`src/rtl/apple_iie_mmu_pkg.sv`:
```
// Apple IIe MMU shared definitions.
// Holds the soft-switch and status addresses, the switch-state struct
// and the reset values used by the MMU top and the language card.
package apple_iie_mmu_pkg;

    // Soft switches: the even address clears the switch and the odd address sets it.
    localparam logic [15:0] A_80STORE   = 16'hC000;
    localparam logic [15:0] A_RAMRD     = 16'hC002;
    localparam logic [15:0] A_RAMWRT    = 16'hC004;
    localparam logic [15:0] A_INTCXROM  = 16'hC006;
    localparam logic [15:0] A_ALTZP     = 16'hC008;
    localparam logic [15:0] A_SLOTC3ROM = 16'hC00A;
    localparam logic [15:0] A_PAGE2     = 16'hC054;
    localparam logic [15:0] A_HIRES     = 16'hC056;

    // Status read addresses. The state is returned on md7.
    localparam logic [15:0] ST_BANK2     = 16'hC011;
    localparam logic [15:0] ST_LCRAM     = 16'hC012;
    localparam logic [15:0] ST_RAMRD     = 16'hC013;
    localparam logic [15:0] ST_RAMWRT    = 16'hC014;
    localparam logic [15:0] ST_INTCXROM  = 16'hC015;
    localparam logic [15:0] ST_ALTZP     = 16'hC016;
    localparam logic [15:0] ST_SLOTC3ROM = 16'hC017;
    localparam logic [15:0] ST_80STORE   = 16'hC018;
    localparam logic [15:0] ST_PAGE2     = 16'hC01C;
    localparam logic [15:0] ST_HIRES     = 16'hC01D;

    typedef struct packed {
        logic store80;
        logic ramrd;
        logic ramwrt;
        logic altzp;
        logic intcxrom;
        logic slotc3rom;
        logic page2;
        logic hires;
    } sw_t;

    localparam sw_t  SW_RESET     = '0;
    localparam logic LCRAM_RESET  = 1'b0;
    localparam logic WREN_RESET   = 1'b1;
    localparam logic BANK2_RESET  = 1'b1;

endpackage

```
`src/rtl/apple_iie_mmu_banked_if.sv`:
```
// CPU-side access bus and memory-enable outputs of the Apple IIe MMU.
// The master drives cyc_en/a/rw_n/d_in/inh_n. The slave (the MMU) returns the
// enables, cxxx, aux_bank and the md7 status bit.
interface apple_iie_mmu_banked_if #(parameter int BANK_W = 8);
    logic              cyc_en;
    logic [15:0]       a;
    logic              rw_n;
    logic [7:0]        d_in;
    logic              inh_n;
    logic              ramen_n;
    logic              romen_n;
    logic              en80_n;
    logic              cxxx;
    logic [BANK_W-1:0] aux_bank;
    logic              md7;
    logic              md7_oe;

    modport master (output cyc_en, a, rw_n, d_in, inh_n,
                    input  ramen_n, romen_n, en80_n, cxxx, aux_bank, md7, md7_oe);
    modport slave  (input  cyc_en, a, rw_n, d_in, inh_n,
                    output ramen_n, romen_n, en80_n, cxxx, aux_bank, md7, md7_oe);
endinterface

```
`src/rtl/apple_iie_language_card.sv`:
```
// Language card state: LCRAM (read RAM), WREN (write enable), BANK2 and the
// pre-write flag.
// Ports: clk_14m/reset, cyc_en (access strobe), a/rw_n (current access);
//        lcram_o/wren_o/bank2_o (registered state).
// LC_PREWRITE=1 needs two consecutive odd reads to set WREN.
// LC_PREWRITE=0 sets WREN on any odd access.
module apple_iie_language_card
    import apple_iie_mmu_pkg::*;
#(
    parameter bit LC_PREWRITE = 1'b1
) (
    input  logic        clk_14m,
    input  logic        reset,
    input  logic        cyc_en,
    input  logic [15:0] a,
    input  logic        rw_n,
    output logic        lcram_o,
    output logic        wren_o,
    output logic        bank2_o
);
    logic lcram_q, lcram_d, wren_q, wren_d, bank2_q, bank2_d, prew_q, prew_d;
    logic hit;

    assign hit = (a[15:4] == 12'hC08);

    always_comb begin
        lcram_d = lcram_q;
        wren_d  = wren_q;
        bank2_d = bank2_q;
        prew_d  = prew_q;
        if (cyc_en && hit) begin
            bank2_d = ~a[3];
            lcram_d = (a[0] == a[1]);
            if (!a[0]) begin
                wren_d = 1'b0;
                prew_d = 1'b0;
            end else if (LC_PREWRITE) begin
                // An odd write breaks the read pair, so prewrite follows rw_n.
                if (rw_n && prew_q) wren_d = 1'b1;
                prew_d = rw_n;
            end else begin
                wren_d = 1'b1;
            end
        end
    end

    always_ff @(posedge clk_14m or posedge reset) begin
        if (reset) begin
            lcram_q <= LCRAM_RESET;
            wren_q  <= WREN_RESET;
            bank2_q <= BANK2_RESET;
            prew_q  <= 1'b0;
        end else begin
            lcram_q <= lcram_d;
            wren_q  <= wren_d;
            bank2_q <= bank2_d;
            prew_q  <= prew_d;
        end
    end

    assign lcram_o = lcram_q;
    assign wren_o  = wren_q;
    assign bank2_o = bank2_q;
endmodule

```
`src/rtl/apple_iie_mmu_banked.sv`:
```
// Apple IIe MMU with soft switches, a language card, Cx ROM mapping and a
// RAMWorks-style aux bank register.
// Ports: clk_14m, reset (async, active-high), bus (slave modport). The bus
//        carries cyc_en/a/rw_n/d_in/inh_n in, and
//        ramen_n/romen_n/en80_n/cxxx/aux_bank/md7/md7_oe out.
// Each strobed access is latched. The enables are then decoded combinationally
// from the latched access and the already-updated switch state.
module apple_iie_mmu_banked
    import apple_iie_mmu_pkg::*;
#(
    parameter int          AUX_BANKS     = 1,
    parameter int          BANK_W        = 8,
    parameter bit          LC_PREWRITE   = 1'b1,
    parameter logic [15:0] BANK_REG_ADDR = 16'hC073
) (
    input logic             clk_14m,
    input logic             reset,
    apple_iie_mmu_banked_if.slave bus
);
    sw_t               sw_q, sw_d;
    logic [BANK_W-1:0] bank_q, bank_d;
    logic [15:0]       a_q;
    logic              rw_q, vld_q, md7_q, md7_d, md7_oe_q, md7_oe_d;
    logic              lcram, wren, bank2;

    apple_iie_language_card #(.LC_PREWRITE(LC_PREWRITE)) u_lc (
        .clk_14m (clk_14m),
        .reset   (reset),
        .cyc_en  (bus.cyc_en),
        .a       (bus.a),
        .rw_n    (bus.rw_n),
        .lcram_o (lcram),
        .wren_o  (wren),
        .bank2_o (bank2)
    );

    always_comb begin
        sw_d     = sw_q;
        bank_d   = bank_q;
        md7_d    = md7_q;
        md7_oe_d = 1'b0;
        if (!bus.rw_n) begin
            if (bus.a[15:1] == A_80STORE[15:1])   sw_d.store80   = bus.a[0];
            if (bus.a[15:1] == A_RAMRD[15:1])     sw_d.ramrd     = bus.a[0];
            if (bus.a[15:1] == A_RAMWRT[15:1])    sw_d.ramwrt    = bus.a[0];
            if (bus.a[15:1] == A_INTCXROM[15:1])  sw_d.intcxrom  = bus.a[0];
            if (bus.a[15:1] == A_ALTZP[15:1])     sw_d.altzp     = bus.a[0];
            if (bus.a[15:1] == A_SLOTC3ROM[15:1]) sw_d.slotc3rom = bus.a[0];
            // Out-of-range bank numbers are ignored. A single bank pins the register at 0.
            if (AUX_BANKS > 1 && bus.a == BANK_REG_ADDR && int'(bus.d_in) < AUX_BANKS)
                bank_d = BANK_W'(bus.d_in);
        end
        if (bus.a[15:1] == A_PAGE2[15:1]) sw_d.page2 = bus.a[0];
        if (bus.a[15:1] == A_HIRES[15:1]) sw_d.hires = bus.a[0];
        if (bus.rw_n) begin
            md7_oe_d = 1'b1;
            case (bus.a)
                ST_BANK2:     md7_d = bank2;
                ST_LCRAM:     md7_d = lcram;
                ST_RAMRD:     md7_d = sw_q.ramrd;
                ST_RAMWRT:    md7_d = sw_q.ramwrt;
                ST_INTCXROM:  md7_d = sw_q.intcxrom;
                ST_ALTZP:     md7_d = sw_q.altzp;
                ST_SLOTC3ROM: md7_d = sw_q.slotc3rom;
                ST_80STORE:   md7_d = sw_q.store80;
                ST_PAGE2:     md7_d = sw_q.page2;
                ST_HIRES:     md7_d = sw_q.hires;
                default:      md7_oe_d = 1'b0;
            endcase
        end
    end

    always_ff @(posedge clk_14m or posedge reset) begin
        if (reset) begin
            sw_q     <= SW_RESET;
            bank_q   <= '0;
            a_q      <= '0;
            rw_q     <= 1'b1;
            vld_q    <= 1'b0;
            md7_q    <= 1'b0;
            md7_oe_q <= 1'b0;
        end else if (bus.cyc_en) begin
            sw_q     <= sw_d;
            bank_q   <= bank_d;
            a_q      <= bus.a;
            rw_q     <= bus.rw_n;
            vld_q    <= 1'b1;
            md7_q    <= md7_d;
            md7_oe_q <= md7_oe_d;
        end
    end

    // Decode of the latched access
    logic rd_aux, ram_sel, aux_sel, rom_sel, en;

    always_comb begin
        rd_aux  = rw_q ? sw_q.ramrd : sw_q.ramwrt;
        ram_sel = 1'b0;
        aux_sel = 1'b0;
        rom_sel = 1'b0;
        if (a_q < 16'h0200) begin
            ram_sel = 1'b1;
            aux_sel = sw_q.altzp;
        end else if (a_q < 16'hC000) begin
            ram_sel = 1'b1;
            if (a_q[15:10] == 6'b000001)
                aux_sel = sw_q.store80 ? sw_q.page2 : rd_aux;
            else if (a_q[15:13] == 3'b001)
                aux_sel = (sw_q.store80 && sw_q.hires) ? sw_q.page2 : rd_aux;
            else
                aux_sel = rd_aux;
        end else if (a_q[15:12] == 4'hC) begin
            // C3 internal ROM is governed by SLOTC3ROM even when INTCXROM is clear.
            rom_sel = ((a_q[11:8] != 4'h0) && sw_q.intcxrom) ||
                      ((a_q[11:8] == 4'h3) && !sw_q.slotc3rom);
        end else begin
            ram_sel = rw_q ? lcram : wren;
            aux_sel = sw_q.altzp;
            rom_sel = rw_q && !lcram;
        end
    end

    assign en           = vld_q && bus.inh_n;
    assign bus.ramen_n  = !(en && ram_sel && !aux_sel);
    assign bus.en80_n   = !(en && ram_sel && aux_sel);
    assign bus.romen_n  = !(en && rom_sel);
    assign bus.aux_bank = (ram_sel && aux_sel) ? bank_q : '0;
    assign bus.cxxx     = vld_q && (a_q[15:12] == 4'hC);
    assign bus.md7      = md7_q;
    assign bus.md7_oe   = md7_oe_q;
endmodule

```
`src/flat_wrapper.sv`:
```
// flat-port wrapper written by rule: the top's interface ports become plain ports
module apple_iie_mmu_banked_flat import apple_iie_mmu_pkg::*;
#(
    parameter int          AUX_BANKS     = 1,
    parameter int          BANK_W        = 8,
    parameter bit          LC_PREWRITE   = 1'b1,
    parameter logic [15:0] BANK_REG_ADDR = 16'hC073
)
  (clk_14m, reset, bus_cyc_en, bus_a, bus_rw_n, bus_d_in, bus_inh_n, bus_ramen_n, bus_romen_n, bus_en80_n, bus_cxxx, bus_aux_bank, bus_md7, bus_md7_oe);
  apple_iie_mmu_banked_if #(.BANK_W(BANK_W)) bus_i ();
  input logic clk_14m;
  input logic reset;
  input wire logic [$bits(bus_i.cyc_en)-1:0] bus_cyc_en;
  input wire logic [$bits(bus_i.a)-1:0] bus_a;
  input wire logic [$bits(bus_i.rw_n)-1:0] bus_rw_n;
  input wire logic [$bits(bus_i.d_in)-1:0] bus_d_in;
  input wire logic [$bits(bus_i.inh_n)-1:0] bus_inh_n;
  output wire logic [$bits(bus_i.ramen_n)-1:0] bus_ramen_n;
  output wire logic [$bits(bus_i.romen_n)-1:0] bus_romen_n;
  output wire logic [$bits(bus_i.en80_n)-1:0] bus_en80_n;
  output wire logic [$bits(bus_i.cxxx)-1:0] bus_cxxx;
  output wire logic [$bits(bus_i.aux_bank)-1:0] bus_aux_bank;
  output wire logic [$bits(bus_i.md7)-1:0] bus_md7;
  output wire logic [$bits(bus_i.md7_oe)-1:0] bus_md7_oe;
  assign bus_i.cyc_en = bus_cyc_en;
  assign bus_i.a = bus_a;
  assign bus_i.rw_n = bus_rw_n;
  assign bus_i.d_in = bus_d_in;
  assign bus_i.inh_n = bus_inh_n;
  assign bus_ramen_n = bus_i.ramen_n;
  assign bus_romen_n = bus_i.romen_n;
  assign bus_en80_n = bus_i.en80_n;
  assign bus_cxxx = bus_i.cxxx;
  assign bus_aux_bank = bus_i.aux_bank;
  assign bus_md7 = bus_i.md7;
  assign bus_md7_oe = bus_i.md7_oe;
  apple_iie_mmu_banked #(.AUX_BANKS(AUX_BANKS), .BANK_W(BANK_W), .LC_PREWRITE(LC_PREWRITE), .BANK_REG_ADDR(BANK_REG_ADDR)) u_core (.clk_14m(clk_14m), .reset(reset), .bus(bus_i));
endmodule
```
`config.mk`:
```
export PLATFORM = sky130hd
export DESIGN_NAME = apple_iie_mmu_banked_flat
export DESIGN_NICKNAME = d
export VERILOG_FILES = /design/src/rtl/apple_iie_mmu_pkg.sv /design/src/rtl/apple_iie_mmu_banked_if.sv /design/src/rtl/apple_iie_language_card.sv /design/src/rtl/apple_iie_mmu_banked.sv /design/src/flat_wrapper.sv
export SDC_FILE = /design/constraint.sdc
export NUM_CORES = 1
export LEC_CHECK = 0
export CAP_MARGIN = 20
export CORE_AREA = 2 2 62 58
export DETAILED_ROUTE_END_ITERATION = 12
export DIE_AREA = 0 0 64 60
export PLACE_DENSITY = 0.87
export SYNTH_ARGS = -nofsm -noshare
export SYNTH_HDL_FRONTEND = slang
export SYNTH_SLANG_ARGS = --single-unit
```
`constraint.sdc`:
```
create_clock -name clk_14m -period 3.36 [get_ports clk_14m]
set_input_delay 0.84 -clock clk_14m [delete_from_list [all_inputs] [get_ports clk_14m]]
set_output_delay 0.84 -clock clk_14m [all_outputs]
set_load 0.01 [all_outputs]
```
==> results.md, run 1 <==
Synthesis:
- The sequential-to-total area share from yosys stat is between 30% and 40%.
- In this run, synthesis inferred 0 flip-flops with an integrated enable.
- After synthesis, the share of cell area in mux cells is 14.1%.
- The dominant synthesized flop cell is sky130_fd_sc_hd__dfrtp_1.
- In this run, synthesis produced a sequential element count of 24.
- The synthesized design devotes to its leading area cell type 33.9% of total area.
- The combinational family with the most area after synthesis is simple AND/OR/NAND/NOR gates.
- The fraction of synthesis flops using an asynchronous set or reset pin is between 90% and 100%.
- The compound-cell area share of the yosys netlist is 12.2%.
- The average cell area after synthesis is around 10 um2.
- Summing the areas of all fa, ha and maj instances in the mapped netlist gives 3.23% of the synthesized area.
- The Yosys step of the flow raised 0 warnings.
- The biggest area contributor in the post-synthesis netlist is sky130_fd_sc_hd__dfrtp_1.
- After synthesis, the cell types taking the most area are sky130_fd_sc_hd__dfrtp_1 34%, sky130_fd_sc_hd__mux2_2 8.0%, sky130_fd_sc_hd__dfstp_2 5.1%.
- After synthesis, the netlist uses 50 different library cells.
- The cell count after synthesis is approximately 150.
- The most frequent cell after synthesis is sky130_fd_sc_hd__dfrtp_1.
- The synthesized netlist devotes 0% of its cell area to XOR and XNOR gates.
- The simple-gate portion of the synthesized area is about a quarter.
- The post-synthesis instance area is about 0.0016 mm2.
- The commonest cells after synthesis are 21 x sky130_fd_sc_hd__dfrtp_1, 11 x sky130_fd_sc_hd__mux2_2, 9 x sky130_fd_sc_hd__o21ai_0.

Placed design:
- In this run the tool buffered the top-level ports with 26 buffer cells.
- The congestion estimate from routability-driven global placement came to 0.815.
- The post-placement setup slack is roughly 0.18 ns.
- The detailed-placement wirelength estimate is 2570 um.

STA:
- Across the routed clock network, the largest skew measured is roughly 0.0016 ns.
- Hold timing on the final database bottoms out at a slack of between 0.5 and 0.6 ns.
- The post-layout minimum cycle time is around 3.2 ns.
- The final count of pins violating max slew came to 0.
- The fraction of the cycle the final worst path needs is 94.6%.
- The final critical-path setup slack is 0.182 ns.
- The count of endpoints failing hold in the final timing report is 0.
- The achievable frequency is approximately 0.31 GHz.
- At the pin with the least slew margin, the transition time is around 0.92 ns.
- Setup repair after global routing left no endpoint under its margin.
- The final setup violation count is 0.
- The final sum of negative setup slack is 0 ns.
- The relative slew slack is 38.4%.

Layout:
- The filler cell count is 268.
- The relative area change from synthesis to final layout is 20.5%.
- The total number of nets in the final design is ~210.
- The fraction of layout cells with a size suffix above 1 is around a fifth.
- The number of antenna diodes in the final layout is 0.

Global route:
- The first global-routing pass estimated between 5000 and 6000 um of wire.
- The number of antenna violations at the first check in global routing is 0.
- The via count of the first global-routing pass is 1242.
- Across every metal layer, demand over resource in global routing totals slightly below 20%.
- After global routing the overflow that remains totals 0.
- The pin count of the biggest net entering global routing is 25.

Floorplan:
- In this run the horizontal extent of the chip is 64 um.
- The die covers around 0.0038 mm2.
- The initial utilization of the core area, before any placement, comes to just under 50%.
- The floorplan row count is 20.
- The total area inside the core boundary comes to 0.00323 mm2.
- The total I/O pin count is 43.
- The die boundary height is approximately 60 um.

Clocking:
- The number of H-tree levels is 1.
- The buffer cell driving the clock tree root is sky130_fd_sc_hd__clkbuf_4.
- The number of buffers on the longest clock path is 2.
- After clock tree synthesis, the clock-pin slew on the worst setup and hold paths is around 0.15 ns.
- The sink count of the clock tree is 24.
- Counting the buffers created by CTS gives 3.
- The clock latency on the worst-skew pair is 0.34 ns.
- The clock tree from TritonCTS is yes.
- Post-CTS timing repair inserted 0 buffers for setup.

Flow run:
- The max-cap check violation count is 0.

Detailed routing:
- The first-pass iteration count of the detailed router is 4.
- In the routed design, unresolved DRC markers number 0.
- The total via count after detailed routing is around 1.2k.
- The average wire per cell in the routed design is 15.7 um.
- Summed over all layers, the routed wires come to between 3000 and 4000 um.
- The detailed router finished its first iteration with 37 violations.
- The count of nets left with antenna violations once routing finished came out at 0.
- The detail-routed via count per cell is around 5.7.

Critical path:
- STA classifies the critical path startpoint as a register.
- The worst setup path is captured at a primary output.
- Data on the critical path is required at its endpoint by 2.52 ns.
- The kind of critical path is register to primary output.
- Data arrives at the worst endpoint at approximately 2.3 ns.
- The biggest fanout along the worst timing path is 5.

Power and ir drop:
- The design draws 0.637 mW.
- The leakage power figure is roughly 0.75 nW.
- The power density over the cells is 341 mW/mm2.
- The maximum vdd ir drop is a little under 0.2 mV.

Run status:
- The flow ran to the end, and the final reports show no timing, DRC or antenna violations.

Worst hold path:
- The path class of the tightest hold or removal check is register to register.
==> state kept, by name (all words and copies together) (netlist names) <==
register and count:
u_core.a_q 8, u_core.bus.md7 1, u_core.bus.md7_oe 1, u_core.rw_q 1
u_core.sw_q 8, u_core.u_lc.bank2_o 1, u_core.u_lc.lcram_o 1, u_core.u_lc.prew_q 1
u_core.u_lc.wren_o 1, u_core.vld_q 1
==> final timing paths <==
kind,end,cells after the start,startpoint,slack [ns]
max,bus_en80_n,5,u_core.a_q[13],0.18
min,u_core.u_lc.bank2_o,2,u_core.u_lc.bank2_o,0.50
max reg2reg,u_core.bus.md7,4,u_core.sw_q[3],2.18
min reg2reg,u_core.u_lc.bank2_o,2,u_core.u_lc.bank2_o,0.50
max in group asynchronous,u_core.sw_q[4],2,reset,1.82
min in group asynchronous,u_core.a_q[13],2,reset,0.99
==> routing by layer <==
layer	wire length (um)	share of wire (%)	global-route usage, %	vias up
li1	-	-	-	581
met1	1500	44	23.6	591
met2	1670	49	35.0	48
met3	179	5.2	2.82	9
met4	76	2.2	9.01	0
met5	0	0	0	-
==> worst max-delay path, cell delays in order, from the launching register on <==
cell and delay [ns]:
sky130_fd_sc_hd__dfrtp_1 0.47, sky130_fd_sc_hd__nor4b_2 0.33, sky130_fd_sc_hd__o211ai_1 0.12, sky130_fd_sc_hd__a2111o_1 0.40
sky130_fd_sc_hd__a21bo_2 0.20, sky130_fd_sc_hd__clkdlybuf4s50_1 0.47
==> cells in the final DEF, fill, tap and decap left out, drive strengths merged, types with 2 or more instances in the layout <==
| cell type | instances |
|---|---|
| clkdlybuf4s50 | 26 |
| dfrtp | 21 |
| mux2 | 15 |
| o21ai | 10 |
| nand2 | 8 |
| conb | 8 |
| inv | 7 |
| nor3 | 6 |
| mux2i | 5 |
| or4 | 5 |
| nand2b | 4 |
| nor2 | 4 |
| ha | 4 |
| or2 | 4 |
| nand4b | 3 |
| and2 | 3 |
| clkbuf | 3 |
| dfstp | 3 |
| nor4 | 3 |
| nor4b | 3 |
| or3 | 2 |
| a211oi | 2 |
| o211ai | 2 |
| and3 | 2 |
| or4b | 2 |
==> through the flow <==
stage | cells | cell area, um2 | util (%)
floorplan | 156 | 1580 | -
global placement | 213 | 1810 | 56.1
detailed placement | 213 | 1810 | 56.1
CTS | 217 | 1860 | 57.7
global route | 217 | 1870 | 57.9
finish | 217 | 1870 | 57.9
==> power by group <==
group / internal [mW] / total, mW / switching (mW)
Sequential: 0.301 / 0.314 / 0.0128
Combinational: 0.0524 / 0.102 / 0.0498
Clock: 0.121 / 0.221 / 0.100
==> what timing repair did <==
action | 4_1_cts | 5_1_grt
hold buffers | 0 | 0
endpoints found under the setup margin | 0 | 1
resized for setup | 0 | 1
==> area by class of cell <==
cell class	count	area (um2)	area share, %
multi-input combinational	111	863	46.2
sequential	24	604	32.3
timing repair buffer	27	268	14.3
tap	44	55.1	2.95
clock inverter	1	30.0	1.61
inverter	7	26.3	1.41
clock buffer	3	22.5	1.20
==> cells by family (layout without fill, tap and decap cells) <==
family / after synthesis / in the layout
other: 1 / 8
AOI/OAI and AO/OA: 26 / 26
and+or+nand+nor: 53 / 53
buffers and inverters: 21 / 38
muxes: 20 / 20
DFF: 24 / 24
adders and majority gates: 4 / 4
(Power assumes the default switching activity.)
==> run 2, diff against run 1 <==
CAP_MARGIN = not set   (was 20)
CORE_AREA = 2 2 69 65   (was 2 2 62 58)
DIE_AREA = 0 0 71 67   (was 0 0 64 60)
PLACE_DENSITY = 0.73   (was 0.87)
==> results.md, run 2 (same netlist as run 1, synthesis figures left out) <==
Run status:
- The run finished with clean final reports.

Critical path:
- STA classifies the critical path endpoint as a primary output.
- The setup slack of the most critical reg-to-reg path is 2.22 ns (+0.04 ns).
- The arrival time reported for the critical path endpoint is 2.33 ns (about the same).
- The worst setup path is of the register to primary output kind.
- The critical path depth was 5 (unchanged).
- In this design, the largest share of critical-path delay is due to simple AND/OR/NAND/NOR gates.
- The number of buffers and inverters on the critical path is 1 (unchanged).
- The worst setup path is launched from a register.
- The biggest fanout along the worst timing path was 4 (-1).
- Walking the worst path, the cells encountered are or3_1 > nor4_1 > o21ai_0 > a21bo_2 > clkdlybuf4s50_1.
- The critical-path cell with the highest stage delay is sky130_fd_sc_hd__clkdlybuf4s50_1.
- The longest individual stage delay on the worst path is 0.46 ns (about the same).
- The path depth of the worst reg2reg path was 4 (unchanged).
- The critical path required time is 2.52 ns (about the same).

Worst hold path:
- The cell count of the worst hold path is 2 (unchanged).
- The tightest min-delay check is of the register to register type.

Global route:
- The first-pass GRT wire length was 5670 um (-1.9%).
- The pin count of the biggest net entering global routing was 25 (unchanged).
- The global-route usage over all layers came to 15.2% (-4.4 points).
- The total congestion overflow after global routing was 0 (unchanged).
- The via count of the first global-routing pass is 1140 (-8.2%).
- The number of antenna violations at the first check in global routing was 0 (unchanged).

STA:
- Setup repair after global routing left no endpoint under its margin.
- The post-layout minimum cycle time is 3.17 ns (-0.00929 ns).
- The final sum of negative setup slack came to 0 ns (unchanged).
- The relative slew slack is 40.3% (+1.9 points).
- The final count of pins violating max slew is 0 (unchanged).
- The fraction of the cycle the final worst path needs came to 94.3% (-0.28 points).
- The final setup violation count is 0 (unchanged).
- The achievable frequency is 0.316 GHz (+0.29%).
- The slew of the pin with the lowest slew margin is 0.895 ns (-0.0283 ns).
- The count of endpoints failing hold in the final timing report is 0 (unchanged).
- The clock skew after layout was 0.00235 ns (+0.000707 ns).

Layout:
- The antenna diode count came to 0 (unchanged).
- Leaving out fill and tap cells, the most frequent cell in the layout is sky130_fd_sc_hd__clkdlybuf4s50_1.
- In the final layout, the registers with the most flip-flops are u_core.a_q: 8 flops, u_core.sw_q: 8 flops.
- The total number of nets in the final design was 207 (unchanged).
- The fraction of layout cells with a size suffix above 1 is 18.5% (-0.58 points).
- The register area is 604 um2 (unchanged).
- From synthesis to final layout, the design area changed by 21.6%.
- In the layout the commonest cells are 26 x sky130_fd_sc_hd__clkdlybuf4s50_1, 21 x sky130_fd_sc_hd__dfrtp_1, 11 x sky130_fd_sc_hd__mux2_2.
- The area of the multi-input gates is 857 um2 (-0.72%).
- The filler cell count is 377 (+41%).

Floorplan:
- The floorplan die width was 71 um (+11%).
- The die boundary height is 67 um (+12%).
- The full die area came to 0.00476 mm2 (+24%).
- The floorplan row count came to 22 (+10%).
- The initial core utilization is 38.9% (-9.2 points).
- The total I/O pin count is 43 (unchanged).
- The total core area came to 0.00399 mm2 (+24%).

Power and ir drop:
- The leakage power figure is 0.760 nW (+0.85%).
- The power density over the cells came to 359 mW/mm2 (+5.3%).
- The maximum vdd ir drop is 0.191 mV (-0.71%).
- The overall power is 0.677 mW (+6.3%).

Detailed routing:
- The post-route DRC violation count is 0 (unchanged).
- The total via count after detailed routing is 1183 (-3.7%).
- The count of nets left with antenna violations after detail routing is 0 (unchanged).
- The final routed wirelength across all metal layers was 3290 um (-3.8%).
- The number of DRC markers in iteration 0 is 24 (-35%).
- The detail-routed via count per cell is 5.35 (-5.5%).
- The first-pass iteration count of the detailed router is 4 (unchanged).
- The average wire per cell in the routed design came to 14.9 um (-5.5%).

Clocking:
- The number of H-tree levels is 1 (unchanged).
- The clock latency on the worst-skew pair is 0.28 ns (-0.06 ns).
- The buffer cell driving the clock tree root is sky130_fd_sc_hd__clkbuf_8.
- The quantity of gates resized following cts came to 0 (unchanged).
- The number of hold-repair buffers added at the cts stage came to 0 (unchanged).
- The CTS clock-pin slew for the worst setup and hold paths was 0.09 ns (-0.06 ns).
- The sink count of the clock tree is 24 (unchanged).
- The clock tree from TritonCTS is yes.
- The number of CTS-inserted buffers came to 3 (unchanged).
- The number of post-CTS setup repair buffers is 0 (unchanged).
- The number of buffers on the longest clock path is 2 (unchanged).

Placed design:
- The count of port buffers added during placement is 26 (unchanged).
- The detailed-placement wirelength estimate is 2530 um (-1.4%).
- The global placer's final weighted congestion is 0.842 (+3.4%).

Flow run:
- The max-cap check violation count is 0 (unchanged).
[run 2: cell counts in the layout (fill, tap and decap cells not counted)]
No cell type changed its count.
[run 2: final cells by class]
cell class,count,share of cell area (%)
multi-input combinational,111,45.4
sequential,24,32.0
timing repair buffer,27,14.2
tap,48,3.18
clock buffer,3,2.19
clock inverter,1,1.59
inverter,7,1.39
[run 2: through the flow]
stage          cell area (um2)  hold slack, ns  std cells  setup WS (ns)  util, %
5_1_grt                   1890           0.521        221         0.0149     47.3
4_1_cts                   1890           0.495        221          0.201     47.3
3_5_place_dp              1820           0.474        217          0.209     45.5
2_1_floorplan             1580           0.450        156          0.721        -
6_report                  1890           0.487        221          0.192     47.3
3_3_place_gp              1820           0.466        217          0.209     45.5
[run 2: power by group]
group,internal [mW],switching [mW]
registers,0.301,0.0108
logic,0.0520,0.0492
clock network,0.160,0.105
total,0.512,0.165
[run 2: routing by layer]
layer  up-vias  part of all wire [%]  GRT usage, %
met3         6                   4.3          2.87
li1        585                     -             -
met5         -                     0             0
met2        26                    45          23.9
met1       566                    50          21.4
met4         0                   1.2          4.25
[run 2: worst paths after layout]
kind / startpoint / end
max: u_core.a_q[11] / bus_en80_n
min reg2reg: u_core.u_lc.prew_q / u_core.u_lc.prew_q
max reg2reg: u_core.u_lc.lcram_o / u_core.bus.md7
min in group asynchronous: reset / u_core.sw_q[1]
max in group asynchronous: reset / u_core.sw_q[4]
min: u_core.u_lc.prew_q / u_core.u_lc.prew_q
[run 2: worst min-delay path, cell delays in order (launching register included)]
cell	delay (ns)
sky130_fd_sc_hd__dfrtp_1	0.35
sky130_fd_sc_hd__nand2_1	0.04
sky130_fd_sc_hd__o21ai_0	0.06
==> run 3, diff against run 2 <==
RECOVER_POWER = 50   (was not set)
==> results.md, run 3 (same netlist as run 1, synthesis figures left out) <==
Run status:
- The flow ran to the end, and the final reports show no timing, DRC or antenna violations.

Placed design:
- The global placer's final weighted congestion is 0.842 (unchanged).
- The cell area after placement was 0.00182 mm2 (unchanged).
- The detailed-placement wirelength estimate is 2530 um (unchanged).
- The post-placement setup slack was 0.209 ns (unchanged).
- The count of port buffers added during placement was 26 (unchanged).

Power and ir drop:
- The portion of total power attributed to sequential cells is 46.2% (+0.2 points).
- The switching share of total power is 24.2% (-0.18 points).
- The switching power total is 0.163 mW (-1.2%).
- The maximum vdd ir drop came to 0.190 mV (-0.49%).
- The power density over the cells is 358 mW/mm2 (-0.26%).
- The internal cell power is 0.511 mW (-0.22%).
- The share of power burned in combinational logic is 14.9% (about the same).
- The leakage power figure came to 0.757 nW (-0.41%).
- The share of total power in the clock network is 38.9% (-0.2 points).

Layout:
- The post-layout instance area is 0.00188 mm2 (-0.20%).
- The total number of nets in the final design came to 207 (unchanged).
- The fraction of the core area covered by cells at the end of the flow is 47.2% (-0.094 points).
- The fraction of layout cells with a size suffix above 1 is 17.9% (-0.58 points).
- In the layout the commonest cells are 24 x sky130_fd_sc_hd__clkdlybuf4s50_1, 21 x sky130_fd_sc_hd__dfrtp_1, 11 x sky130_fd_sc_hd__mux2_2.
- In the final layout, the registers with the most flip-flops are u_core.a_q: 8 flops, u_core.sw_q: 8 flops.
- The antenna diode count is 0 (unchanged).
- Leaving out fill and tap cells, the most frequent cell in the layout is sky130_fd_sc_hd__clkdlybuf4s50_1.
- The area growth from synthesis to layout is 21.4%.
- The filler cell count was 379 (+0.53%).

Critical path:
- The critical path required time is 2.52 ns (about the same).
- The critical-path cell with the highest stage delay is sky130_fd_sc_hd__clkdlybuf4s50_1.
- The capturing element type of the critical path is a primary output.
- The number of buffers and inverters on the critical path is 1 (unchanged).
- Traced cell by cell, the critical path runs through nor4b_1 > o211ai_1 > a2111o_1 > a21bo_2 > clkdlybuf4s50_1.
- In this design, the largest share of critical-path delay is due to compound AO/OA/AOI/OAI gates.
- The arrival time reported for the critical path endpoint is 2.32 ns (about the same).
- The biggest fanout along the worst timing path came to 5 (+1).
- The longest individual stage delay on the worst path is 0.46 ns (about the same).
- The critical path launch point type is a register.
- The kind of critical path is register to primary output.

Clocking:
- The CTS clock-pin slew for the worst setup and hold paths is 0.09 ns (about the same).
- The number of hold-repair buffers added at the cts stage is 0 (unchanged).
- The number of CTS-inserted buffers is 3 (unchanged).
- The number of H-tree levels is 1 (unchanged).
- The sink count of the clock tree is 24 (unchanged).
- The clock latency on the worst-skew pair came to 0.27 ns (about the same).
- The number of post-CTS setup repair buffers came to 0 (unchanged).
- TritonCTS built the clock tree.
- The buffer cell driving the clock tree root is sky130_fd_sc_hd__clkbuf_8.
- The number of buffers on the longest clock path is 2 (unchanged).
- The quantity of gates resized following cts is 0 (unchanged).

Detailed routing:
- The average wire per cell in the routed design was 14.8 um (-0.21%).
- The post-route DRC violation count is 0 (unchanged).
- The total via count after detailed routing is 1188 (+0.42%).
- The count of nets left with antenna violations after detail routing is 0 (unchanged).
- The detail-routed via count per cell was 5.38 (+0.42%).
- The number of DRC markers in iteration 0 is 32 (+33%).
- The final routed wirelength across all metal layers came to 3280 um (-0.21%).
- The first-pass iteration count of the detailed router is 4 (unchanged).

Global route:
- The first-pass GRT wire length is 5670 um (unchanged).
- The number of antenna violations at the first check in global routing is 0 (unchanged).
- The pin count of the biggest net entering global routing was 25 (unchanged).
- The global-route usage over all layers is 15.2% (unchanged).
- The total congestion overflow after global routing is 0 (unchanged).
- The via count of the first global-routing pass was 1140 (unchanged).

Floorplan:
- The initial core utilization was 38.9% (unchanged).
- The floorplan die width is 71 um (unchanged).
- The die boundary height is 67 um (unchanged).
- The total I/O pin count is 43 (unchanged).
- The total core area is 0.00399 mm2 (unchanged).
- The full die area was 0.00476 mm2 (unchanged).
- The floorplan row count was 22 (unchanged).

Worst hold path:
- The class of the most critical hold timing path is register to register.

STA:
- The hold slack is 0.487 ns (-0.000292 ns).
- Setup repair after global routing left no endpoint under its margin.
- The final sum of negative setup slack is 0 ns (unchanged).
- The final setup violation count is 0 (unchanged).
- The final count of pins violating max slew was 0 (unchanged).
- The clock skew after layout is 0.00139 ns (-0.000955 ns).
- The count of endpoints failing hold in the final timing report is 0 (unchanged).
- The slew of the pin with the lowest slew margin came to 0.898 ns (+0.00314 ns).
- The fraction of the cycle the final worst path needs is 94.0% (-0.30 points).
- The relative slew slack is 40.1% (-0.21 points).
- The final critical-path setup slack is 0.202 ns (+0.0102 ns).
- The achievable frequency is 0.317 GHz (+0.32%).
- The post-layout minimum cycle time was 3.16 ns (-0.0102 ns).

Flow run:
- The max-cap check violation count was 0 (unchanged).
run 3: cell count changes in the layout (fill, tap and decap cells not counted), sizes merged:
cell           delta
clkbuf            +1
buf               -1
clkdlybuf4s50     -2
dlygate4sd3       +2
run 3: worst register-to-register path: cells and delay by family (launching register included):
kind	cells	cell delay [ns]
AOI/OAI and AO/OA	3	0.42
DFF	1	0.45
muxes	1	0.16
run 3: final cells by class:
class | count | area (um2) | area share, %
multi-input cells | 111 | 857 | 45.5
repair buffers | 27 | 264 | 14.0
clock buffers | 3 | 41.3 | 2.19
flip-flops and latches | 24 | 604 | 32.1
inverters | 7 | 26.3 | 1.40
clock inverters | 1 | 30.0 | 1.59
well taps | 48 | 60.1 | 3.19
run 3: power groups by stage:
stage | Clock [mW] | Combinational (mW) | Sequential, mW
floorplan | 0 | 0.0650 | 0.313
global placement | 0 | 0.100 | 0.317
finish | 0.262 | 0.100 | 0.312
detailed placement | 0 | 0.101 | 0.317
CTS | 0.266 | 0.102 | 0.312
global route | 0.278 | 0.111 | 0.314
run 3: path summary, 6_finish.rpt:
path | endpoint | startpoint | depth (start not counted) | slack (ns)
max in group asynchronous | u_core.sw_q[4] | reset | 2 | 1.62
setup / recovery | bus_en80_n | u_core.a_q[13] | 5 | 0.20
hold / removal | u_core.u_lc.prew_q | u_core.u_lc.prew_q | 2 | 0.49
hold reg to reg | u_core.u_lc.prew_q | u_core.u_lc.prew_q | 2 | 0.49
setup reg to reg | u_core.bus.md7 | u_core.u_lc.lcram_o | 4 | 2.21
min in group asynchronous | u_core.sw_q[1] | reset | 2 | 1.19
run 3: routing by layer:
| layer | global-route usage, % | vias up | part of all wire, % |
|---|---|---|---|
| met4 | 4.25 | 0 | 0.76 |
| met5 | 0 | - | 0 |
| met2 | 23.9 | 29 | 45 |
| met1 | 21.4 | 569 | 50 |
| met3 | 2.87 | 4 | 4.6 |
| li1 | - | 586 | - |
run 3: stage by stage:
step | instances | total power [mW]
final | 221 | 0.674
after global routing | 221 | 0.702
after CTS | 221 | 0.680
after detailed placement | 217 | 0.418
after global placement | 217 | 0.417
after floorplan | 156 | 0.378
